File: config.mk
export PLATFORM = sky130hd
export DESIGN_NAME = exe_stage_flat
export DESIGN_NICKNAME = d
export VERILOG_FILES = /design/src/rtl/exe_stage_if.sv /design/src/rtl/exe_stage.sv /design/src/flat_wrapper.sv
export SDC_FILE = /design/constraint.sdc
export NUM_CORES = 1
export LEC_CHECK = 0
export BUFFER_PORTS_ARGS = -buffer_cell sky130_fd_sc_hd__buf_2
export CAP_MARGIN = 20
export CORE_UTILIZATION = 53
export DETAILED_ROUTE_END_ITERATION = 10
export GPL_TIMING_DRIVEN = 0
export HOLD_SLACK_MARGIN = 0.03
export PLACE_DENSITY = 0.76
export SYNTH_ARGS = -nofsm -noshare
export SYNTH_HDL_FRONTEND = slang
export SYNTH_SLANG_ARGS = --single-unit
File: constraint.sdc
create_clock -name clk -period 6.3 [get_ports clk]
set_input_delay 1.575 -clock clk [delete_from_list [all_inputs] [get_ports clk]]
set_output_delay 1.575 -clock clk [all_outputs]
set_load 0.005 [all_outputs]
File: src/rtl/exe_stage_if.sv
// rtl/exe_stage_if.sv - ID/EXE inputs, WB forward port and EXE/MEM outputs of the execute stage
interface exe_stage_if #(
  parameter int XLEN = 32
);
  logic            exe_wreg;
  logic            exe_m2reg;
  logic            exe_wmem;
  logic [4:0]      exe_d;
  logic [2:0]      exe_aluc;
  logic            exe_aluimm;
  logic            exe_shift;
  logic [XLEN-1:0] a;
  logic [XLEN-1:0] b;
  logic [XLEN-1:0] exe_imm;
  logic [4:0]      exe_rs;
  logic [4:0]      exe_rt;
  logic            exe_beq;
  logic            exe_bne;
  logic            load_depen;
  logic [XLEN-1:0] wdi;
  logic [4:0]      wb_d;
  logic            wb_wreg;
  logic            rsrtequ;
  logic            exe_btaken;
  logic            mem_wreg;
  logic            mem_m2reg;
  logic            mem_wmem;
  logic [4:0]      mem_d;
  logic [XLEN-1:0] mem_alu;
  logic [XLEN-1:0] mem_b;

  modport master (
    output exe_wreg, exe_m2reg, exe_wmem, exe_d, exe_aluc, exe_aluimm, exe_shift,
    output a, b, exe_imm, exe_rs, exe_rt, exe_beq, exe_bne, load_depen,
    output wdi, wb_d, wb_wreg,
    input  rsrtequ, exe_btaken, mem_wreg, mem_m2reg, mem_wmem, mem_d, mem_alu, mem_b
  );

  modport slave (
    input  exe_wreg, exe_m2reg, exe_wmem, exe_d, exe_aluc, exe_aluimm, exe_shift,
    input  a, b, exe_imm, exe_rs, exe_rt, exe_beq, exe_bne, load_depen,
    input  wdi, wb_d, wb_wreg,
    output rsrtequ, exe_btaken, mem_wreg, mem_m2reg, mem_wmem, mem_d, mem_alu, mem_b
  );
endinterface

File: src/rtl/exe_stage.sv
// rtl/exe_stage.sv - execute stage: operand forwarding, ALU, branch resolve, EXE/MEM register
module exe_stage #(
  parameter int XLEN = 32
) (
  input logic       clk,
  input logic       clrn,
  exe_stage_if.slave bus
);

  logic            squash_q;
  logic            vld;
  logic [XLEN-1:0] fa;
  logic [XLEN-1:0] fb;
  logic [XLEN-1:0] op2;
  logic [4:0]      shamt;
  logic [XLEN-1:0] result;

  // MEM beats WB; loads in MEM are excluded because decode stalls on them
  always_comb begin
    fa = bus.a;
    if (bus.mem_wreg && !bus.mem_m2reg && (bus.mem_d == bus.exe_rs)) begin
      fa = bus.mem_alu;
    end else if (bus.wb_wreg && (bus.wb_d == bus.exe_rs)) begin
      fa = bus.wdi;
    end
  end

  always_comb begin
    fb = bus.b;
    if (bus.mem_wreg && !bus.mem_m2reg && (bus.mem_d == bus.exe_rt)) begin
      fb = bus.mem_alu;
    end else if (bus.wb_wreg && (bus.wb_d == bus.exe_rt)) begin
      fb = bus.wdi;
    end
  end

  assign vld   = ~squash_q;
  assign op2   = bus.exe_aluimm ? bus.exe_imm : fb;
  // shifts always move fB; the amount comes from the immediate or, for variable shifts, from fA
  assign shamt = bus.exe_shift ? bus.exe_imm[4:0] : fa[4:0];

  always_comb begin
    result = '0;
    unique case (bus.exe_aluc)
      3'b000: result = fa + op2;
      3'b001: result = fa - op2;
      3'b010: result = fa & op2;
      3'b011: result = fa | op2;
      3'b100: result = fa ^ op2;
      3'b101: result = fb << shamt;
      3'b110: result = fb >> shamt;
      3'b111: result = $unsigned($signed(fb) >>> shamt);
      default: result = '0;
    endcase
  end

  assign bus.rsrtequ    = (fa == fb);
  assign bus.exe_btaken = vld & ((bus.exe_beq & bus.rsrtequ) | (bus.exe_bne & ~bus.rsrtequ));

  always_ff @(posedge clk) begin
    if (!clrn) begin
      squash_q      <= 1'b0;
      bus.mem_wreg  <= 1'b0;
      bus.mem_m2reg <= 1'b0;
      bus.mem_wmem  <= 1'b0;
      bus.mem_d     <= '0;
      bus.mem_alu   <= '0;
      bus.mem_b     <= '0;
    end else begin
      squash_q      <= bus.load_depen | bus.exe_btaken;
      bus.mem_wreg  <= bus.exe_wreg & vld;
      bus.mem_m2reg <= bus.exe_m2reg & vld;
      bus.mem_wmem  <= bus.exe_wmem & vld;
      bus.mem_d     <= bus.exe_d;
      bus.mem_alu   <= result;
      bus.mem_b     <= fb;
    end
  end

endmodule

File: src/flat_wrapper.sv
// flat-port wrapper written by rule: the top's interface ports become plain ports
module exe_stage_flat 
#(
  parameter int XLEN = 32
)
  (clk, clrn, bus_exe_wreg, bus_exe_m2reg, bus_exe_wmem, bus_exe_d, bus_exe_aluc, bus_exe_aluimm, bus_exe_shift, bus_a, bus_b, bus_exe_imm, bus_exe_rs, bus_exe_rt, bus_exe_beq, bus_exe_bne, bus_load_depen, bus_wdi, bus_wb_d, bus_wb_wreg, bus_rsrtequ, bus_exe_btaken, bus_mem_wreg, bus_mem_m2reg, bus_mem_wmem, bus_mem_d, bus_mem_alu, bus_mem_b);
  exe_stage_if #(.XLEN(XLEN)) bus_i ();
  input logic clk;
  input logic clrn;
  input wire logic [$bits(bus_i.exe_wreg)-1:0] bus_exe_wreg;
  input wire logic [$bits(bus_i.exe_m2reg)-1:0] bus_exe_m2reg;
  input wire logic [$bits(bus_i.exe_wmem)-1:0] bus_exe_wmem;
  input wire logic [$bits(bus_i.exe_d)-1:0] bus_exe_d;
  input wire logic [$bits(bus_i.exe_aluc)-1:0] bus_exe_aluc;
  input wire logic [$bits(bus_i.exe_aluimm)-1:0] bus_exe_aluimm;
  input wire logic [$bits(bus_i.exe_shift)-1:0] bus_exe_shift;
  input wire logic [$bits(bus_i.a)-1:0] bus_a;
  input wire logic [$bits(bus_i.b)-1:0] bus_b;
  input wire logic [$bits(bus_i.exe_imm)-1:0] bus_exe_imm;
  input wire logic [$bits(bus_i.exe_rs)-1:0] bus_exe_rs;
  input wire logic [$bits(bus_i.exe_rt)-1:0] bus_exe_rt;
  input wire logic [$bits(bus_i.exe_beq)-1:0] bus_exe_beq;
  input wire logic [$bits(bus_i.exe_bne)-1:0] bus_exe_bne;
  input wire logic [$bits(bus_i.load_depen)-1:0] bus_load_depen;
  input wire logic [$bits(bus_i.wdi)-1:0] bus_wdi;
  input wire logic [$bits(bus_i.wb_d)-1:0] bus_wb_d;
  input wire logic [$bits(bus_i.wb_wreg)-1:0] bus_wb_wreg;
  output wire logic [$bits(bus_i.rsrtequ)-1:0] bus_rsrtequ;
  output wire logic [$bits(bus_i.exe_btaken)-1:0] bus_exe_btaken;
  output wire logic [$bits(bus_i.mem_wreg)-1:0] bus_mem_wreg;
  output wire logic [$bits(bus_i.mem_m2reg)-1:0] bus_mem_m2reg;
  output wire logic [$bits(bus_i.mem_wmem)-1:0] bus_mem_wmem;
  output wire logic [$bits(bus_i.mem_d)-1:0] bus_mem_d;
  output wire logic [$bits(bus_i.mem_alu)-1:0] bus_mem_alu;
  output wire logic [$bits(bus_i.mem_b)-1:0] bus_mem_b;
  assign bus_i.exe_wreg = bus_exe_wreg;
  assign bus_i.exe_m2reg = bus_exe_m2reg;
  assign bus_i.exe_wmem = bus_exe_wmem;
  assign bus_i.exe_d = bus_exe_d;
  assign bus_i.exe_aluc = bus_exe_aluc;
  assign bus_i.exe_aluimm = bus_exe_aluimm;
  assign bus_i.exe_shift = bus_exe_shift;
  assign bus_i.a = bus_a;
  assign bus_i.b = bus_b;
  assign bus_i.exe_imm = bus_exe_imm;
  assign bus_i.exe_rs = bus_exe_rs;
  assign bus_i.exe_rt = bus_exe_rt;
  assign bus_i.exe_beq = bus_exe_beq;
  assign bus_i.exe_bne = bus_exe_bne;
  assign bus_i.load_depen = bus_load_depen;
  assign bus_i.wdi = bus_wdi;
  assign bus_i.wb_d = bus_wb_d;
  assign bus_i.wb_wreg = bus_wb_wreg;
  assign bus_rsrtequ = bus_i.rsrtequ;
  assign bus_exe_btaken = bus_i.exe_btaken;
  assign bus_mem_wreg = bus_i.mem_wreg;
  assign bus_mem_m2reg = bus_i.mem_m2reg;
  assign bus_mem_wmem = bus_i.mem_wmem;
  assign bus_mem_d = bus_i.mem_d;
  assign bus_mem_alu = bus_i.mem_alu;
  assign bus_mem_b = bus_i.mem_b;
  exe_stage #(.XLEN(XLEN)) u_core (.clk(clk), .clrn(clrn), .bus(bus_i));
endmodule
==> results.py, run 1 <==
metrics = {
    "outcome": {
        "status": "stopped before the end",
        "lastStage": "5_1_grt",
        "firstError": "[ERROR GRT-0232] Routing congestion too high. Check the congestion heatmap in the GUI.",
    },
    "die": {
        "die_h_um": 161,
        "ios": 236,
        "start_util_pct": 54.4,
        "rows": 57,
        "die_x_um": 161,
    },
    "sta": {
        "postGrtWorstEndpoint": "u_core.bus.mem_alu[24]$_SDFF_PN0_/D",
        "worst-ep-kind": "register data pin",
    },
    "synthesis": {
        "syn_avg_cell_area_um2": 7.15,
        "syn_nets": 2126,
        "syn_inst": 1867,
        "yosysWarnings": 0,
        "synth-async-reset-ratio_pct": 0,
        "syn_area_um2": 13300,
        "yosysUniqueCellTypes": 102,
        "postSynthRegisterBits": 73,
        "yosysSeqAreaShare_pct": 11.0,
        "synth_edf_count": 0,
        "ys.flop_type": "dfxtp_1",
    },
    "placement": {
        "gp_congestion": 1.22,
        "hpwl_um": 60400,
        "port_buffers": 231,
    },
    "clock_network": {
        "cts_root_buf": "clkbuf_16",
        "clkSinkCount": 73,
        "cts_max_level": 3,
        "cts_inserted_buffers": 9,
        "postCtsHoldBufs": 0,
        "clk_path_buf_depth": 2,
    },
    "global_route": {
        "track_usage_pct": 82.6,
        "overflow": 360,
        "grt_start_max_net_pins": 14,
    },
}
==> cell families after synthesis <==
family / count (synthesis) / share of synthesized area, %
compound gates: 666 / 34.8
buf+inv: 225 / 7.71
simple gates: 599 / 22.0
flops: 73 / 11.0
xor+xnor: 104 / 6.83
fa+ha+maj: 97 / 9.15
mux: 103 / 8.56
==> per-stage QoR <==
stage                     cells  setup TNS [ns]  setup slack, ns  area [um2]  hold slack [ns]
after detailed placement   2423          -30.35            -1.97       14900            0.553
after CTS                  2502         -0.0577          -0.0288       16500            0.583
after global placement     2422          -28.56            -1.88       14900            0.542
after floorplan            1867               0           0.0236       13300            0.561
==> synth_stat cells (18+ instances only) <==
master    count  area (um2)
buf_2        50         250
a21o_1       21         158
clkbuf_1     66         248
nor3_1       98         490
nand3_1      83         415
xor2_1       37         324
mux2i_1      72         721
a22oi_1      21         158
a211oi_1     41         308
nand2_1     148         556
inv_1        77         289
a31oi_2      18         225
mux2_2       23         259
nor2_1      126         473
o211ai_1     25         188
o21ai_0     132         661
o22ai_1      22         138
a31oi_1      64         400
xnor2_1      67         587
a21oi_1     123         616
ha_1         96        1200
and2_1       57         357
o21ai_1      28         140
dfxtp_1      73        1460
==> metal layers <==
layer | overflow | track usage [%]
met5 | 1 | 45.1
met4 | 142 | 79.5
met1 | 11 | 83.6
met3 | 11 | 69.7
met2 | 195 | 96.5
==> repair_timing <==
item,4_1_cts
endpoints found under the setup margin,26
pin swaps,45
setup buffers,64
resized for setup,145
==> inputs of run 2 (changes only) <==
--- a/config.mk
+++ b/config.mk
@@ -7,11 +7,10 @@
 export LEC_CHECK = 0
 export BUFFER_PORTS_ARGS = -buffer_cell sky130_fd_sc_hd__buf_2
 export CAP_MARGIN = 20
-export CORE_UTILIZATION = 53
+export CORE_UTILIZATION = 40
 export DETAILED_ROUTE_END_ITERATION = 10
 export GPL_TIMING_DRIVEN = 0
-export HOLD_SLACK_MARGIN = 0.03
-export PLACE_DENSITY = 0.76
+export PLACE_DENSITY_LB_ADDON = 0.15
 export SYNTH_ARGS = -nofsm -noshare
 export SYNTH_HDL_FRONTEND = slang
 export SYNTH_SLANG_ARGS = --single-unit
==> constraint.sdc (replaced) <==
create_clock -name clk -period 8.19 [get_ports clk]
set_input_delay 2.0475 -clock clk [delete_from_list [all_inputs] [get_ports clk]]
set_output_delay 2.0475 -clock clk [all_outputs]
set_load 0.005 [all_outputs]
==> results.py, run 2 <==
metrics = {
    "route": {
        "wl_um": 85700,
        "vias": 17800,
        "wire_per_inst_um": 33.3,
        "drtPass1Iterations": 7,
        "drt_iter0_drc": 2806,
        "avgViaCountPerCell": 6.91,
        "drc": 0,
        "antenna_left": 0,
    },
    "global_route": {
        "grt_pass1_vias": 16600,
        "grt_pass1_wl_um": 119000,
        "grt_use_met3_pct": 12.6,
        "busiest_layer": "met2",
        "overflow": 0,
        "antenna_found_initial": 5,
        "met1_usage_pct": 60.7,
        "met2_usage_pct": 73.0,
        "track_usage_pct": 49.5,
        "grt_start_max_net_pins": 16,
    },
    "synthesis": {
        "syn_area_um2": 13300,
        "synth_top_area_share_pct": 11.0,
        "yosysSeqAreaShare_pct": 11.0,
        "syn_inst": 1867,
        "yosysMostFrequentCell": "nand2_1",
        "synth-async-reset-ratio_pct": 0,
        "ys.flop_type": "dfxtp_1",
        "synth_edf_count": 0,
        "syn_nets": 2126,
        "yosysUniqueCellTypes": 102,
        "synth_top_cells_by_count": "nand2_1 (148), o21ai_0 (132), nor2_1 (126)",
        "postSynthRegisterBits": 73,
        "yosys-top-cells-area": "dfxtp_1 (11%), ha_1 (9.0%), mux2i_1 (5.4%)",
        "yosys.area.top_type": "dfxtp_1",
        "yosysWarnings": 0,
        "syn_avg_cell_area_um2": 7.15,
    },
    "sta": {
        "max-slew-margin-rel_pct": 17.7,
        "setup_violations": 0,
        "fin_crit_ns": 8.02,
        "fin_crit_sh_pct": 97.9,
        "hold_viol": 0,
        "fmax_mhz": 125,
        "slew_viol_final": 0,
        "fin_ws_ns": 0.174,
        "tightest_slew_ns": 1.23,
        "finalHoldWorstSlack_ns": 0.568,
        "fin_skew_ns": 0.0153,
    },
    "clock_network": {
        "clk_path_buf_depth": 2,
        "cts_setup_buffers": 0,
        "cts_root_buf": "clkbuf_16",
        "clkSinkCount": 73,
        "cts_inserted_buffers": 9,
        "cts_tree": "done",
        "clk_pin_slew_ns": 0.08,
        "clk_latency_ns": 0.35,
        "cts_max_level": 3,
        "postCtsHoldBufs": 0,
    },
    "layout": {
        "area_growth_pct": 16.8,
        "nFillCells": 3446,
        "utilization_pct": 47.7,
        "final_common_cell": "buf_2",
        "drive_gt1_share_pct": 21.5,
        "reg.largest.list": "u_core.bus.mem_alu (32), u_core.bus.mem_b (32), u_core.bus.mem_d (5)",
        "instances_no_fill": 2572,
        "nNetsFinal": 2382,
        "final_cell_mix": "buf_2 (285), nand2_1 (148), o21ai_0 (130)",
    },
    "placement": {
        "pre_cts_ws_ns": -1.57,
        "hpwl_um": 69300,
        "port_buffers": 231,
        "dpl.cell_count": 2551,
        "gp_congestion": 1.10,
    },
    "setup_path": {
        "arrival_ns": 8.22,
        "startpoint_type": "input port",
        "setup.worst_path.end_class": "flip-flop",
        "worstPathMaxFanout": 10,
        "worstPathRequired_ns": 8.40,
        "ff2ff_path_depth": 27,
        "crit_type": "in -> reg",
    },
    "die": {
        "core_um2": 32700,
        "rows": 66,
        "start_util_pct": 40.8,
        "ios": 236,
        "dieArea_um2": 34100,
        "die_h_um": 185,
        "die_x_um": 185,
    },
    "hold_path": {
        "hold_depth": 2,
        "min_path_type": "reg -> reg",
    },
    "pwr": {
        "power_density_nw_per_um2": 142,
        "ir_drop_mv": 0.116,
        "finalPower_mw": 2.21,
        "power.static_leakage_nw": 6.45,
    },
    "outcome": {
        "status": "complete, no violations",
    },
    "run": {
        "drv_cap": 0,
    },
}
-- run 2: routing by layer --
layer,vias up,wire (um)
met1,8343,31600
met3,424,10600
met4,2,8670
li1,7501,-
met2,1500,34900
met5,-,11
-- run 2: cell type report --
type,count,area (um2),area share (%)
Antenna cell,2,5.00,0.0321
Buffer,147,746,4.78
Clock buffer,9,225,1.44
Clock inverter,7,61.3,0.393
Inverter,78,293,1.88
Multi-Input combinational cell,1569,10900,70.1
Sequential cell,73,1460,9.37
Tap cell,442,553,3.55
Timing Repair Buffer,245,1310,8.43
-- run 2: what timing repair did --
| action | CTS | global route |
|---|---|---|
| endpoints found under the hold margin | 0 | 0 |
| gates cloned | 0 | 0 |
| endpoints found under the setup margin | 18 | 12 |
| pin swaps | 0 | 1 |
| resized for setup | 12 | 17 |
-- run 2: critical path, stage by stage --
cell and delay, ns:
buf_2 0.13, xnor2_1 0.22, nand4_1 0.35, buf_2 0.32
o21ai_1 0.24, a31oi_1 0.34, o41ai_2 0.67, nand4_2 0.43
o41ai_1 0.43, xnor2_1 0.14, ha_1 0.36, nand2_1 0.07
nor2_1 0.20, and4_1 0.21, o21ai_1 0.13, a21boi_2 0.34
a31o_2 0.20, a211oi_1 0.07, a2111oi_1 0.52, buf_2 0.25
a211oi_2 0.08, a21oi_2 0.43
-- run 2: logic make-up (layout without fill, tap and decap cells) --
family | Yosys count | in the layout | share of synthesized area, %
muxes | 103 | 103 | 8.56
buffers and inverters | 225 | 486 | 7.71
adders and majority gates | 97 | 97 | 9.15
DFF | 73 | 73 | 11.0
AOI/OAI and AO/OA | 666 | 666 | 34.8
xor gates and xnor gates | 104 | 104 | 6.83
other | 0 | 2 | 0
and+or+nand+nor | 599 | 599 | 22.0
-- run 2: per-stage QoR --
step	TNS, ns	area (um2)
final	0	15600
after global routing	-0.0159	15600
after CTS	0	15500
after detailed placement	-18.30	15200
after global placement	-20.32	15100
after floorplan	0	13300
-- run 2: path summary, 6_finish.rpt --
check	end	slack [ns]	startpoint
worst max-delay path	u_core.bus.mem_alu[22]	0.17	bus_exe_rt[1]
worst min register to register	u_core.squash_q	0.57	u_core.squash_q
worst min-delay path	u_core.squash_q	0.57	u_core.squash_q
worst max register to register	u_core.bus.mem_alu[22]	1.66	u_core.bus.mem_wreg
-- run 2: report_power, final --
group | internal (mW) | switching, mW | total (mW)
Sequential | 0.389 | 0.0445 | 0.434
Clock | 0.212 | 0.192 | 0.403
Combinational | 0.448 | 0.929 | 1.38
(Power assumes the default switching activity.)
